## config.mk

```make
export PLATFORM = sky130hd
export DESIGN_NAME = led_pwm_bank_flat
export DESIGN_NICKNAME = d
export VERILOG_FILES = /design/src/rtl/led_pwm_bank_if.sv /design/src/rtl/led_pwm_bank.sv /design/src/flat_wrapper.sv
export SDC_FILE = /design/constraint.sdc
export NUM_CORES = 1
export LEC_CHECK = 0
export ABC_CLOCK_PERIOD_IN_PS = 3820
export BUFFER_PORTS_ARGS = -buffer_cell sky130_fd_sc_hd__clkbuf_2
export CORE_MARGIN = 3
export CORE_UTILIZATION = 60
export CTS_BUF_LIST = sky130_fd_sc_hd__clkbuf_4 sky130_fd_sc_hd__clkbuf_8
export DETAILED_ROUTE_END_ITERATION = 8
export HOLD_SLACK_MARGIN = 0.02
export PLACE_DENSITY = 0.81
export SYNTH_ARGS = -nofsm -noshare
export SYNTH_HDL_FRONTEND = slang
export SYNTH_SLANG_ARGS = --single-unit
export TNS_END_PERCENT = 30
```

## constraint.sdc

```tcl
create_clock -name clk -period 3.82 [get_ports clk]
set_input_delay 0.764 -clock clk [delete_from_list [all_inputs] [get_ports clk]]
set_output_delay 0.764 -clock clk [all_outputs]
set_load 0.1 [all_outputs]
```

## src/rtl/led_pwm_bank_if.sv

```systemverilog
// Timebase, config and LED-drive bundle of led_pwm_bank.
// master = timebase plus config source, slave = the PWM bank itself.
interface led_pwm_bank_if #(
  parameter int NCH      = 3,
  parameter int PWM_BITS = 8
);
  logic                    tick;
  logic [2*NCH-1:0]        cfg_mode;
  logic [PWM_BITS*NCH-1:0] cfg_level;
  logic                    cfg_load;
  logic                    cfg_pending;
  logic                    frame_o;
  logic [NCH-1:0]          pwm_o;

  modport master (
    output tick, cfg_mode, cfg_level, cfg_load,
    input  cfg_pending, frame_o, pwm_o
  );

  modport slave (
    input  tick, cfg_mode, cfg_level, cfg_load,
    output cfg_pending, frame_o, pwm_o
  );
endinterface

```

## src/rtl/led_pwm_bank.sv

```systemverilog
// Multi-channel LED PWM driver: OFF/ON/BLINK/BREATHE with config applied only at frame wraps.
// Define LED_PWM_GAMMA_EN to square the duty (perceptual fade) at one extra cycle of latency.
module led_pwm_bank #(
  parameter int NCH        = 3,
  parameter int PWM_BITS   = 8,
  parameter int STEP_DIV   = 16,
  parameter int ACTIVE_LOW = 1
) (
  input  logic          clk,
  input  logic          rst_n,
  led_pwm_bank_if.slave bus
);
  typedef enum logic [1:0] {
    MODE_OFF     = 2'b00,
    MODE_ON      = 2'b01,
    MODE_BLINK   = 2'b10,
    MODE_BREATHE = 2'b11
  } mode_e;

  localparam int                  DIV_W    = (STEP_DIV > 1) ? $clog2(STEP_DIV) : 1;
  localparam logic [DIV_W-1:0]    DIV_LAST = DIV_W'(STEP_DIV - 1);
  localparam logic [DIV_W-1:0]    DIV_ZERO = DIV_W'(32'd0);
  localparam logic [DIV_W-1:0]    DIV_ONE  = DIV_W'(32'd1);
  localparam logic [PWM_BITS-1:0] CTR_MAX  = PWM_BITS'((64'd1 << PWM_BITS) - 64'd1);
  localparam logic [PWM_BITS-1:0] LVL_ZERO = PWM_BITS'(32'd0);
  localparam logic [PWM_BITS-1:0] LVL_ONE  = PWM_BITS'(32'd1);
  localparam logic                POL      = (ACTIVE_LOW != 0) ? 1'b1 : 1'b0;
  localparam logic [NCH-1:0]      PWM_IDLE = {NCH{POL}};

  logic [PWM_BITS-1:0]           ctr_q, ctr_d;
  logic [DIV_W-1:0]              fdiv_q, fdiv_d;
  logic                          phase_q, phase_d;
  logic                          pending_q, pending_d;
  logic                          frame_q, frame_d;
  logic [NCH-1:0][1:0]           sh_mode_q, sh_mode_d, act_mode_q, act_mode_d;
  logic [NCH-1:0][PWM_BITS-1:0]  sh_lvl_q, sh_lvl_d, act_lvl_q, act_lvl_d;
  logic [NCH-1:0][PWM_BITS-1:0]  ramp_q, ramp_d;
  logic [NCH-1:0]                dir_q, dir_d;
  logic [NCH-1:0]                pwm_q, pwm_d;
  logic                          wrap_s, step_s, apply_s;

  function automatic logic [PWM_BITS-1:0] duty_f(input logic [1:0]          mode,
                                                 input logic [PWM_BITS-1:0] lvl,
                                                 input logic [PWM_BITS-1:0] ramp,
                                                 input logic                phase);
    logic [PWM_BITS-1:0] d;
    case (mode)
      MODE_OFF:     d = LVL_ZERO;
      MODE_ON:      d = lvl;
      MODE_BLINK:   d = phase ? lvl : LVL_ZERO;
      MODE_BREATHE: d = ramp;
      default:      d = LVL_ZERO;
    endcase
    return d;
  endfunction

`ifdef LED_PWM_GAMMA_EN
  logic [PWM_BITS-1:0]          ctr_p_q, ctr_p_d;
  logic [NCH-1:0][PWM_BITS-1:0] gduty_q, gduty_d;

  function automatic logic [PWM_BITS-1:0] gamma_f(input logic [PWM_BITS-1:0] d);
    logic [2*PWM_BITS-1:0] p;
    p = (2*PWM_BITS)'(d) * (2*PWM_BITS)'(d);
    return p[2*PWM_BITS-1:PWM_BITS];
  endfunction
`endif

  assign wrap_s  = bus.tick && (ctr_q == CTR_MAX);
  assign step_s  = wrap_s && (fdiv_q == DIV_LAST);
  // A load in the wrap cycle sees pending_q from before the load, so it waits one more frame.
  assign apply_s = wrap_s && pending_q;

  // Next-state for counters, config shadow/active copies and breathe ramps.
  always_comb begin
    ctr_d      = ctr_q;
    fdiv_d     = fdiv_q;
    phase_d    = phase_q;
    pending_d  = pending_q;
    sh_mode_d  = sh_mode_q;
    sh_lvl_d   = sh_lvl_q;
    act_mode_d = act_mode_q;
    act_lvl_d  = act_lvl_q;
    ramp_d     = ramp_q;
    dir_d      = dir_q;
    frame_d    = wrap_s;

    if (bus.tick) ctr_d = ctr_q + LVL_ONE;
    else          ctr_d = ctr_q;

    if (wrap_s) fdiv_d = step_s ? DIV_ZERO : fdiv_q + DIV_ONE;
    else        fdiv_d = fdiv_q;

    if (step_s) phase_d = ~phase_q;
    else        phase_d = phase_q;

    if (bus.cfg_load) begin
      pending_d = 1'b1;
      sh_mode_d = bus.cfg_mode;
      sh_lvl_d  = bus.cfg_level;
    end else if (apply_s) begin
      pending_d = 1'b0;
    end else begin
      pending_d = pending_q;
    end

    if (apply_s) begin
      act_mode_d = sh_mode_q;
      act_lvl_d  = sh_lvl_q;
    end else begin
      act_mode_d = act_mode_q;
      act_lvl_d  = act_lvl_q;
    end

    for (int i = 0; i < NCH; i++) begin
      // dir_q: 1 = ramping down. Ramp is kept within [0, level] so it never wraps.
      if (step_s && (act_mode_q[i] == MODE_BREATHE)) begin
        if (act_lvl_q[i] == LVL_ZERO) begin
          ramp_d[i] = LVL_ZERO;
          dir_d[i]  = 1'b0;
        end else if (!dir_q[i]) begin
          ramp_d[i] = ramp_q[i] + LVL_ONE;
          dir_d[i]  = ((ramp_q[i] + LVL_ONE) == act_lvl_q[i]);
        end else begin
          ramp_d[i] = ramp_q[i] - LVL_ONE;
          dir_d[i]  = (ramp_q[i] != LVL_ONE);
        end
      end else begin
        ramp_d[i] = ramp_q[i];
        dir_d[i]  = dir_q[i];
      end

      if (apply_s) begin
        if (sh_mode_q[i] != MODE_BREATHE) begin
          ramp_d[i] = LVL_ZERO;
          dir_d[i]  = 1'b0;
        end else if (ramp_d[i] >= sh_lvl_q[i]) begin
          ramp_d[i] = sh_lvl_q[i];
          dir_d[i]  = (sh_lvl_q[i] != LVL_ZERO);
        end else begin
          ramp_d[i] = ramp_d[i];
          dir_d[i]  = dir_d[i];
        end
      end else if (act_mode_q[i] != MODE_BREATHE) begin
        ramp_d[i] = LVL_ZERO;
        dir_d[i]  = 1'b0;
      end else begin
        ramp_d[i] = ramp_d[i];
        dir_d[i]  = dir_d[i];
      end
    end
  end

`ifdef LED_PWM_GAMMA_EN
  // Gamma stage: square the duty and delay the counter alongside it.
  always_comb begin
    ctr_p_d = ctr_q;
    gduty_d = gduty_q;
    pwm_d   = pwm_q;
    for (int i = 0; i < NCH; i++) begin
      gduty_d[i] = gamma_f(duty_f(act_mode_q[i], act_lvl_q[i], ramp_q[i], phase_q));
      pwm_d[i]   = (ctr_p_q < gduty_q[i]) ^ POL;
    end
  end
`else
  // Linear compare against the duty of the current active config.
  always_comb begin
    pwm_d = pwm_q;
    for (int i = 0; i < NCH; i++) begin
      pwm_d[i] = (ctr_q < duty_f(act_mode_q[i], act_lvl_q[i], ramp_q[i], phase_q)) ^ POL;
    end
  end
`endif

  // State registers; reset drives LEDs inactive and drops any pending config.
  always_ff @(posedge clk or negedge rst_n) begin
    if (!rst_n) begin
      ctr_q      <= LVL_ZERO;
      fdiv_q     <= DIV_ZERO;
      phase_q    <= 1'b0;
      pending_q  <= 1'b0;
      frame_q    <= 1'b0;
      sh_mode_q  <= '0;
      sh_lvl_q   <= '0;
      act_mode_q <= '0;
      act_lvl_q  <= '0;
      ramp_q     <= '0;
      dir_q      <= '0;
      pwm_q      <= PWM_IDLE;
`ifdef LED_PWM_GAMMA_EN
      ctr_p_q    <= LVL_ZERO;
      gduty_q    <= '0;
`endif
    end else begin
      ctr_q      <= ctr_d;
      fdiv_q     <= fdiv_d;
      phase_q    <= phase_d;
      pending_q  <= pending_d;
      frame_q    <= frame_d;
      sh_mode_q  <= sh_mode_d;
      sh_lvl_q   <= sh_lvl_d;
      act_mode_q <= act_mode_d;
      act_lvl_q  <= act_lvl_d;
      ramp_q     <= ramp_d;
      dir_q      <= dir_d;
      pwm_q      <= pwm_d;
`ifdef LED_PWM_GAMMA_EN
      ctr_p_q    <= ctr_p_d;
      gduty_q    <= gduty_d;
`endif
    end
  end

  assign bus.cfg_pending = pending_q;
  assign bus.frame_o     = frame_q;
  assign bus.pwm_o       = pwm_q;
endmodule
```

## src/flat_wrapper.sv

```systemverilog
// flat-port wrapper written by rule: the top's interface ports become plain ports
module led_pwm_bank_flat 
#(
  parameter int NCH        = 3,
  parameter int PWM_BITS   = 8,
  parameter int STEP_DIV   = 16,
  parameter int ACTIVE_LOW = 1
)
  (clk, rst_n, bus_tick, bus_cfg_mode, bus_cfg_level, bus_cfg_load, bus_cfg_pending, bus_frame_o, bus_pwm_o);
  led_pwm_bank_if #(.NCH(NCH), .PWM_BITS(PWM_BITS)) bus_i ();
  input  logic clk;
  input  logic rst_n;
  input wire logic [$bits(bus_i.tick)-1:0] bus_tick;
  input wire logic [$bits(bus_i.cfg_mode)-1:0] bus_cfg_mode;
  input wire logic [$bits(bus_i.cfg_level)-1:0] bus_cfg_level;
  input wire logic [$bits(bus_i.cfg_load)-1:0] bus_cfg_load;
  output wire logic [$bits(bus_i.cfg_pending)-1:0] bus_cfg_pending;
  output wire logic [$bits(bus_i.frame_o)-1:0] bus_frame_o;
  output wire logic [$bits(bus_i.pwm_o)-1:0] bus_pwm_o;
  assign bus_i.tick = bus_tick;
  assign bus_i.cfg_mode = bus_cfg_mode;
  assign bus_i.cfg_level = bus_cfg_level;
  assign bus_i.cfg_load = bus_cfg_load;
  assign bus_cfg_pending = bus_i.cfg_pending;
  assign bus_frame_o = bus_i.frame_o;
  assign bus_pwm_o = bus_i.pwm_o;
  led_pwm_bank #(.NCH(NCH), .PWM_BITS(PWM_BITS), .STEP_DIV(STEP_DIV), .ACTIVE_LOW(ACTIVE_LOW)) u_core (.clk(clk), .rst_n(rst_n), .bus(bus_i));
endmodule
```

==> results.yml, run 1 <==
outcome:
  outcome: "finished, final reports clean"
route:
  drt_iter0_markers: 512
  ant_nets: 0
  avgRoutedWirePerCell_um: 19.0
  vias: 6412
  remaining_drc_errors: 0
  first_pass_iters: 5
  wl_um: 18900
  via_per_inst: 6.48
grt:
  grt_pass1_vias: 6171
  grt_max_degree: 63
  grt_pass1_wl_um: 30800
  grt_usage_pct: 28.9
  gr-total-overflow: 0
  antenna_found_initial: 0
setup_path:
  regToRegSetupSlack_ns: 0.13
  path_cells: "ha_4, nand4_1, or4_4, nand2b_4, or3_1, o21ai_2, ha_2, o2111a_2, a2111oi_4, buf_4, or2_2, a21oi_1, o31ai_1"
  cp_max_fo: 5
  critical_path.max_stage_delay_ns: 0.59
  slowest_stage: "or4_4"
  worst-setup-path-type: "reg2reg"
  critPathRequiredTime_ns: 4.09
  end_kind: "flip-flop"
  start_kind: "flip-flop"
  crit_arrival_ns: 3.97
clocking:
  clk_latency_ns: 0.37
  cts_tree: "done"
  postCtsHoldBufs: 0
  clock_sinks: 105
  clk_pin_slew_ns: 0.11
  cts_buffers: 9
  cts_root_buffer: "clkbuf_8"
  ctsHtreeMaxLevel: 3
  cts_max_path_buffers: 2
final_layout:
  drive_above_1_share_pct: 16.9
  area_growth_syn_to_layout_pct: 11.0
  diodes: 0
  final_cell_mix: "dfrtp_1, nand2_1, o21ai_0"
  finalNonFillerCells: 990
  final_common_cell: "dfrtp_1"
  fin_nets: 932
synth:
  synth-seq-cells: 105
  yosys.cell_types.count: 68
  async_reset_ff_share_pct: 100
  ys_seq_area_share_pct: 36.7
  yosys.area.top_type: "dfrtp_1"
  synthTopCellsByArea: "dfrtp_1, ha_1, o21ai_0"
  synth_top_area_share_pct: 35.6
  yosys_warnings: 0
  synth.avg_cell_area_um2: 8.97
  synth_area_mm2: 0.00718
  syn-instance-count: 800
  syn_nets: 890
  synthFlopType: "dfrtp_1"
  synth_edf_count: 0
place:
  io_buffers: 38
  place_congestion: 0.941
  place_hpwl_um: 14000
  dp.cells: 970
power_and_ir_drop:
  power_leakage_nw: 3.50
  ir_drop_mv: 0.364
  p_per_area_mw_per_mm2: 339
  p_total_mw: 2.70
timing:
  skew_ns: 0.0124
  finalCriticalPeriod_ns: 3.69
  hold_violations: 0
  relSlewSlack_pct: 38.3
  maxSlewViolCount: 0
  fin_crit_sh_pct: 96.7
  fmax_mhz: 271
  rsz0062_at_grt: "no"
  finalSetupViolations: 0
  tightestPinTransition_ns: 0.926
die:
  ios: 39
  die_height_um: 115
  fp.dieW_um: 115
  core_mm2: 0.0116
  num_rows: 39
  initial_core_util_pct: 62.1
  dieArea_mm2: 0.0133
worst_hold_path:
  hp-class: "in2async"
run:
  drv_cap: 0
## stage by stage
step                      worst slack (ns)  util [%]  TNS (ns)  cell area, um^2  hold WS, ns
after floorplan                      0.208         -         0             7180        0.458
after global placement              -0.126      66.1     -1.99             7640        0.488
after detailed placement            -0.262      66.1     -5.42             7640        0.510
after CTS                           0.0256      68.0         0             7860        0.391
after global routing               0.00199      68.9         0             7960        0.415
final                                0.126      68.9         0             7960        0.380
## what timing repair did
item / 4_1_cts / 5_1_grt
resized for setup: 5 / 16
endpoints found under the setup margin: 18 / 27
setup buffers: 1 / 3
gates cloned: 0 / 0
pin swaps: 0 / 6
## synth_stat cells (all sizes together) (3+ instances only)
| cell type | instances |
|---|---|
| dfrtp | 102 |
| nand2 | 92 |
| o21ai | 85 |
| ha | 56 |
| a22o | 43 |
| nor2 | 43 |
| inv | 40 |
| clkbuf | 38 |
| xnor2 | 36 |
| a22oi | 26 |
| a21oi | 25 |
| mux2 | 18 |
| nand3 | 15 |
| nor4 | 14 |
| a21o | 13 |
| o31ai | 13 |
| nor2b | 11 |
| nor3 | 11 |
| xor2 | 10 |
| a211oi | 9 |
| buf | 9 |
| nand4 | 8 |
| or4 | 7 |
| nor3b | 6 |
| a31oi | 5 |
| and3 | 5 |
| nand2b | 5 |
| and4 | 4 |
| or3 | 4 |
| a2111oi | 3 |
| a221oi | 3 |
| dfstp | 3 |
| o32ai | 3 |
## worst max-delay path, delay by kind of cell (launching register included)
kind / cells / cell delay, ns
simple gates: 5 / 1.39
buf+inv: 1 / 0.19
fa+ha+maj: 2 / 0.49
compound gates: 5 / 1.10
flops: 1 / 0.42
## per-layer routing
| layer | wire, um | up-vias | GRT usage, % |
|---|---|---|---|
| met5 | 0 | - | 0 |
| met4 | 482 | 0 | 9.78 |
| met3 | 1100 | 37 | 3.95 |
| met2 | 8880 | 252 | 46.2 |
| met1 | 8390 | 3115 | 40.8 |
| li1 | - | 3008 | - |
## logic make-up (layout without fill, tap and decap cells)
family,after synthesis,after routing,synth area share [%]
multiplexers,20,20,3.10
AO/OA/AOI/OAI,250,250,23.7
AND/OR/NAND/NOR,236,236,16.5
buffers and inverters,87,134,4.69
flip-flops,105,105,36.7
XOR/XNOR,46,46,5.61
adder cells (fa/ha/maj),56,56,9.76
## power breakdown
group / switching [mW] / total [mW] / internal (mW)
clock network: 0.404 / 0.667 / 0.264
logic: 0.470 / 0.766 / 0.296
registers: 0.0638 / 1.27 / 1.21
total: 0.937 / 2.70 / 1.77
## final timing paths
kind / startpoint / endpoint / cells after the start
worst max register to register: u_core.ctr_q[1] / u_core.dir_q[0] / 13
worst max-delay path: u_core.ctr_q[1] / u_core.dir_q[0] / 13
min in group clk: u_core.sh_mode_q[2] / u_core.act_mode_q[2] / 2
worst min-delay path: rst_n / u_core.ramp_q[8] / 1
max in group asynchronous: rst_n / u_core.act_lvl_q[23] / 2
worst min register to register: u_core.sh_mode_q[2] / u_core.act_mode_q[2] / 2
## state kept, by name, summed over array words and instances (netlist names)
signal                  flops
u_core.dir_q                3
u_core.act_lvl_q           24
u_core.bus.pwm_o            3
u_core.sh_mode_q            6
u_core.ctr_q                8
u_core.fdiv_q               4
u_core.act_mode_q           6
u_core.ramp_q              24
u_core.sh_lvl_q            24
u_core.bus.frame_o          1
u_core.bus.cfg_pending      1
u_core.phase_q              1
## area by class of cell
type	count	area, um^2
multi-input cells	608	4310
fillers	908	3600
flip-flops and latches	105	2630
repair buffers	78	505
well taps	143	179
inverters	40	150
clock buffers	10	138
clock inverters	6	47.5
Note: power is estimated with default switching activity, not from simulation.
==> run 2, diff against run 1 <==
--- a/config.mk
+++ b/config.mk
@@ -7,9 +7,10 @@
 export LEC_CHECK = 0
 export ABC_CLOCK_PERIOD_IN_PS = 3820
 export BUFFER_PORTS_ARGS = -buffer_cell sky130_fd_sc_hd__clkbuf_2
-export CORE_MARGIN = 3
+export CORE_MARGIN = 5
 export CORE_UTILIZATION = 60
 export CTS_BUF_LIST = sky130_fd_sc_hd__clkbuf_4 sky130_fd_sc_hd__clkbuf_8
+export CTS_CLUSTER_DIAMETER = 200
 export DETAILED_ROUTE_END_ITERATION = 8
 export HOLD_SLACK_MARGIN = 0.02
 export PLACE_DENSITY = 0.81
==> results.yml, run 2 (synthesis gave the netlist of run 1 again) <==
outcome:
  outcome: "finished, final reports clean"
timing:
  maxSlewViolCount: 0
  hold_violations: 0
  fmax_mhz: 274
  finalSetupViolations: 0
  fin_crit_sh_pct: 95.5
  tightestPinTransition_ns: 0.931
  skew_ns: 0.0192
  relSlewSlack_pct: 37.9
  fin_tns_setup_ns: 0
  finalCriticalPeriod_ns: 3.65
route:
  wl_um: 18600
  remaining_drc_errors: 0
  avgRoutedWirePerCell_um: 18.6
  vias: 6408
  ant_nets: 0
  first_pass_iters: 5
  drt_iter0_markers: 538
  via_per_inst: 6.42
setup_path:
  end_kind: "flip-flop"
  slowest_stage: "or4_4"
  critPathRequiredTime_ns: 4.09
  cp_max_fo: 4
  path_cells: "ha_2, nand3_4, or4_4, nand2b_4, or3_1, o21ai_2, ha_1, o2111a_1, a2111oi_2, buf_4, or2_2, a21oi_1, o31ai_1"
  worst-setup-path-type: "reg2reg"
  crit_arrival_ns: 3.92
  critical_path.max_stage_delay_ns: 0.58
  start_kind: "flip-flop"
final_layout:
  fin_nets: 936
  diodes: 0
  utilization_pct: 67.0
  fillers: 935
  largestRegisters: "u_core.act_lvl_q: 24 flops, u_core.ramp_q: 24 flops, u_core.sh_lvl_q: 24 flops"
  drive_above_1_share_pct: 16.9
  final_area_mm2: 0.00795
  area_growth_syn_to_layout_pct: 10.8
  final_cell_mix: "dfrtp_1, nand2_1, o21ai_0"
  final_common_cell: "dfrtp_1"
die:
  die_height_um: 119
  core_mm2: 0.0119
  num_rows: 40
  fp.dieW_um: 119
  initial_core_util_pct: 60.5
  dieArea_mm2: 0.0142
  ios: 39
grt:
  grt_max_degree: 58
  grt_pass1_vias: 6157
  grt_pass1_wl_um: 30800
  antenna_found_initial: 0
  grt_usage_pct: 26.4
  gr-total-overflow: 0
clocking:
  ctsHtreeMaxLevel: 3
  cts_max_path_buffers: 2
  clk_pin_slew_ns: 0.11
  postCtsHoldBufs: 0
  clock_sinks: 105
  clk_latency_ns: 0.38
  cts_tree: "done"
  cts_buffers: 9
  cts_root_buffer: "clkbuf_8"
power_and_ir_drop:
  p_per_area_mw_per_mm2: 338
  power_leakage_nw: 3.52
  ir_drop_mv: 0.206
place:
  placed_area_mm2: 0.00769
  place_hpwl_um: 14100
  io_buffers: 38
  place_congestion: 0.980
worst_hold_path:
  hp-class: "in2async"
run:
  drv_cap: 0
==> run 2: changes by cell type in the layout (fill, tap and decap cells not counted), sizes merged <==
cell    change
inv         -1
clkinv      +1
buf         +4
==> run 2: final cells by class <==
type | count | area (um^2) | share of cell area (%)
Clock buffer | 10 | 138 | 1.73
Clock inverter | 6 | 51.3 | 0.645
Inverter | 40 | 150 | 1.89
Multi-Input combinational cell | 608 | 4260 | 53.6
Sequential cell | 105 | 2630 | 33.1
Tap cell | 147 | 184 | 2.31
Timing Repair Buffer | 82 | 536 | 6.73
==> run 2: metrics by stage <==
stage	total power, mW	std cells	hold WS [ns]	setup WS [ns]
global placement	1.99	980	0.486	-0.0448
global route	2.84	998	0.423	-0.00837
CTS	2.69	996	0.413	0.0422
detailed placement	2.02	980	0.506	-0.0965
finish	2.69	998	0.385	0.173
floorplan	1.78	800	0.458	0.208
==> run 2: timing repair <==
| item | 4_1_cts | 5_1_grt |
|---|---|---|
| pin swaps | 0 | 0 |
| setup endpoints to repair | 17 | 20 |
| buffers inserted | 0 | 2 |
| gates resized for setup | 3 | 9 |
| endpoints found under the hold margin | 0 | 0 |
==> run 2: worst max-delay path: cells and delay by family, from the launching register on <==
| family | cells | cell delay [ns] |
|---|---|---|
| fa+ha+maj | 2 | 0.52 |
| simple gates | 5 | 1.36 |
| compound gates | 5 | 1.04 |
| flops | 1 | 0.42 |
| buf+inv | 1 | 0.18 |
==> run 2: path summary, 6_finish.rpt <==
path                                           from              endpoint  slack (ns)  depth (start not counted)
min in group clk                u_core.sh_mode_q[3]  u_core.act_mode_q[3]        0.53                          2
worst min-delay path                          rst_n      u_core.fdiv_q[1]        0.38                          1
max in group asynchronous                     rst_n   u_core.bus.pwm_o[1]        2.66                          2
worst min register to register  u_core.sh_mode_q[3]  u_core.act_mode_q[3]        0.53                          2
worst max register to register     u_core.fdiv_q[1]       u_core.dir_q[0]        0.17                         13
worst max-delay path               u_core.fdiv_q[1]       u_core.dir_q[0]        0.17                         13
==> run 2: layer usage <==
| layer | vias to the layer above | global-route usage [%] | share of wire [%] |
|---|---|---|---|
| met5 | - | 0 | 0 |
| met4 | 0 | 6.44 | 1.4 |
| met3 | 34 | 3.66 | 6.3 |
| met2 | 247 | 42.7 | 48 |
| met1 | 3111 | 37.7 | 44 |
| li1 | 3016 | - | - |
==> run 2: report_power, final <==
part | leakage [nW] | switching [mW] | internal (mW)
Sequential | 1.36 | 0.0706 | 1.21
Combinational | 2.06 | 0.457 | 0.291
Clock | 0.0987 | 0.399 | 0.264
Total | 3.52 | 0.926 | 1.76
==> run 3, diff against run 2 <==
--- a/config.mk
+++ b/config.mk
@@ -9,7 +9,6 @@
 export BUFFER_PORTS_ARGS = -buffer_cell sky130_fd_sc_hd__clkbuf_2
 export CORE_MARGIN = 5
 export CORE_UTILIZATION = 60
-export CTS_BUF_LIST = sky130_fd_sc_hd__clkbuf_4 sky130_fd_sc_hd__clkbuf_8
 export CTS_CLUSTER_DIAMETER = 200
 export DETAILED_ROUTE_END_ITERATION = 8
 export HOLD_SLACK_MARGIN = 0.02
==> results.yml, run 3 (synthesis gave the netlist of run 1 again) <==
place:
  place_hpwl_um: 14100
  place_congestion: 0.980
  dpl_worst_slack_ns: -0.0965
  io_buffers: 38
clocking:
  clk_latency_ns: 0.35
  cts_max_path_buffers: 2
  clock_sinks: 105
  clk_pin_slew_ns: 0.07
  cts_root_buffer: "clkbuf_16"
  cts_buffers: 9
  cts_tree: "done"
  ctsHtreeMaxLevel: 3
setup_path:
  start_kind: "flip-flop"
  r2r-start: "u_core.ramp_q[21]"
  end_kind: "flip-flop"
  cp_max_fo: 9
  r2r_cells: 14
  path_cells: "or4_1, nor3_1, nor2_1, a211oi_1, a21o_1, ha_1, o21a_1, o21ai_0, a21oi_1, a311oi_1, buf_4, a22o_1, buf_4, a32o_1"
  crit_family: "compound AO/OA/AOI/OAI gates"
  crit_buf_inv: 2
  crit_top_cell: "buf_4"
  regToRegSetupSlack_ns: 0.22
  rr_endpoint: "u_core.dir_q[2]"
  worst-setup-path-type: "reg2reg"
  critPathRequiredTime_ns: 4.10
  critical_path.max_stage_delay_ns: 0.63
  crit_arrival_ns: 3.88
  slowest_stage: "or4_1"
die:
  ios: 39
  dieArea_mm2: 0.0142
  initial_core_util_pct: 60.5
  core_mm2: 0.0119
  fp.dieW_um: 119
  die_height_um: 119
  num_rows: 40
route:
  first_pass_iters: 5
  drt_iter0_markers: 547
  remaining_drc_errors: 0
  avgRoutedWirePerCell_um: 18.8
  vias: 6350
  via_per_inst: 6.37
  wl_um: 18700
  ant_nets: 0
grt:
  gr-total-overflow: 0
  grt_pass1_vias: 6184
  grt_usage_pct: 26.6
  antenna_found_initial: 0
  grt_max_degree: 58
  grt_pass1_wl_um: 31000
timing:
  hold_violations: 0
  skew_ns: 0.0123
  relSlewSlack_pct: 37.3
  rsz0062_at_grt: "no"
  tightestPinTransition_ns: 0.941
  maxSlewViolCount: 0
  finalSetupViolations: 0
  finalCriticalPeriod_ns: 3.60
  fin_crit_sh_pct: 94.3
  fmax_mhz: 278
  timing.final.ws_setup_ns: 0.219
final_layout:
  diodes: 0
  fin_nets: 935
  final_common_cell: "dfrtp_1"
  utilization_pct: 67.9
  largestRegisters: "u_core.act_lvl_q: 24 flops, u_core.ramp_q: 24 flops, u_core.sh_lvl_q: 24 flops"
  area_growth_syn_to_layout_pct: 12.3
  final_cell_mix: "dfrtp_1, nand2_1, o21ai_0"
  drive_above_1_share_pct: 16.8
outcome:
  outcome: "finished, final reports clean"
power_and_ir_drop:
  p_per_area_mw_per_mm2: 364
  power_leakage_nw: 3.56
  ir_drop_mv: 0.240
worst_hold_path:
  hp-class: "in2async"
run:
  drv_cap: 0
[run 3: cell count changes in the layout (fill, tap and decap cells not counted), sizes merged]
cell,change
buf,-1
[run 3: layout make-up]
class	count	area, um^2
clock buffers	10	239
clock inverters	6	51.3
fillers	924	3800
inverters	40	150
multi-input cells	608	4270
flip-flops and latches	105	2630
well taps	147	184
repair buffers	81	528
[run 3: worst max-delay path by stage]
stage | startpoint | slack (ns) | cells after the start | end
after floorplan | bus_tick | 0.21 | 11 | u_core.ramp_q[1]
after global placement | bus_tick | -0.04 | 13 | u_core.ramp_q[2]
after detailed placement | bus_tick | -0.1 | 13 | u_core.ramp_q[6]
final | u_core.ramp_q[21] | 0.22 | 14 | u_core.dir_q[2]
after global routing | u_core.fdiv_q[0] | 0.01 | 13 | u_core.dir_q[0]
after CTS | u_core.fdiv_q[0] | 0.06 | 13 | u_core.ramp_q[3]
[run 3: layer usage]
| layer | global-route usage, % | part of all wire (%) |
|---|---|---|
| met1 | 38.0 | 45 |
| met2 | 43.1 | 48 |
| met3 | 3.75 | 6.0 |
| met4 | 6.37 | 1.3 |
| met5 | 0 | 0 |
[run 3: through the flow]
step / power, mW / TNS, ns / hold WS, ns / cell area [um^2] / instances
floorplan: 1.78 / 0 / 0.458 / 7180 / 800
global placement: 1.99 / -0.335 / 0.486 / 7690 / 980
detailed placement: 2.02 / -0.941 / 0.506 / 7690 / 980
CTS: 2.93 / 0 / 0.451 / 8000 / 996
global route: 3.08 / 0 / 0.474 / 8060 / 997
finish: 2.93 / 0 / 0.432 / 8060 / 997
[run 3: power breakdown]
part           total [mW]  switching, mW  internal [mW]  leakage [nW]
clock network       0.899          0.429          0.470         0.145
registers            1.28         0.0708           1.21          1.36
logic               0.754          0.462          0.292          2.06
[run 3: worst register-to-register path, stage by stage, from the launching register on]
cell	delay (ns)
dfrtp_1	0.47
or4_1	0.63
nor3_1	0.20
nor2_1	0.06
a211oi_1	0.22
a21o_1	0.16
ha_1	0.25
o21a_1	0.18
o21ai_0	0.26
a21oi_1	0.10
a311oi_1	0.37
buf_4	0.19
a22o_1	0.12
buf_4	0.16
a32o_1	0.17
[run 3: timing repair]
item,in CTS,in global routing
resized for setup,3,10
gates cloned,0,0
pin swaps,0,0
hold buffers,0,0
setup endpoints to repair,17,19
buffers inserted,0,1
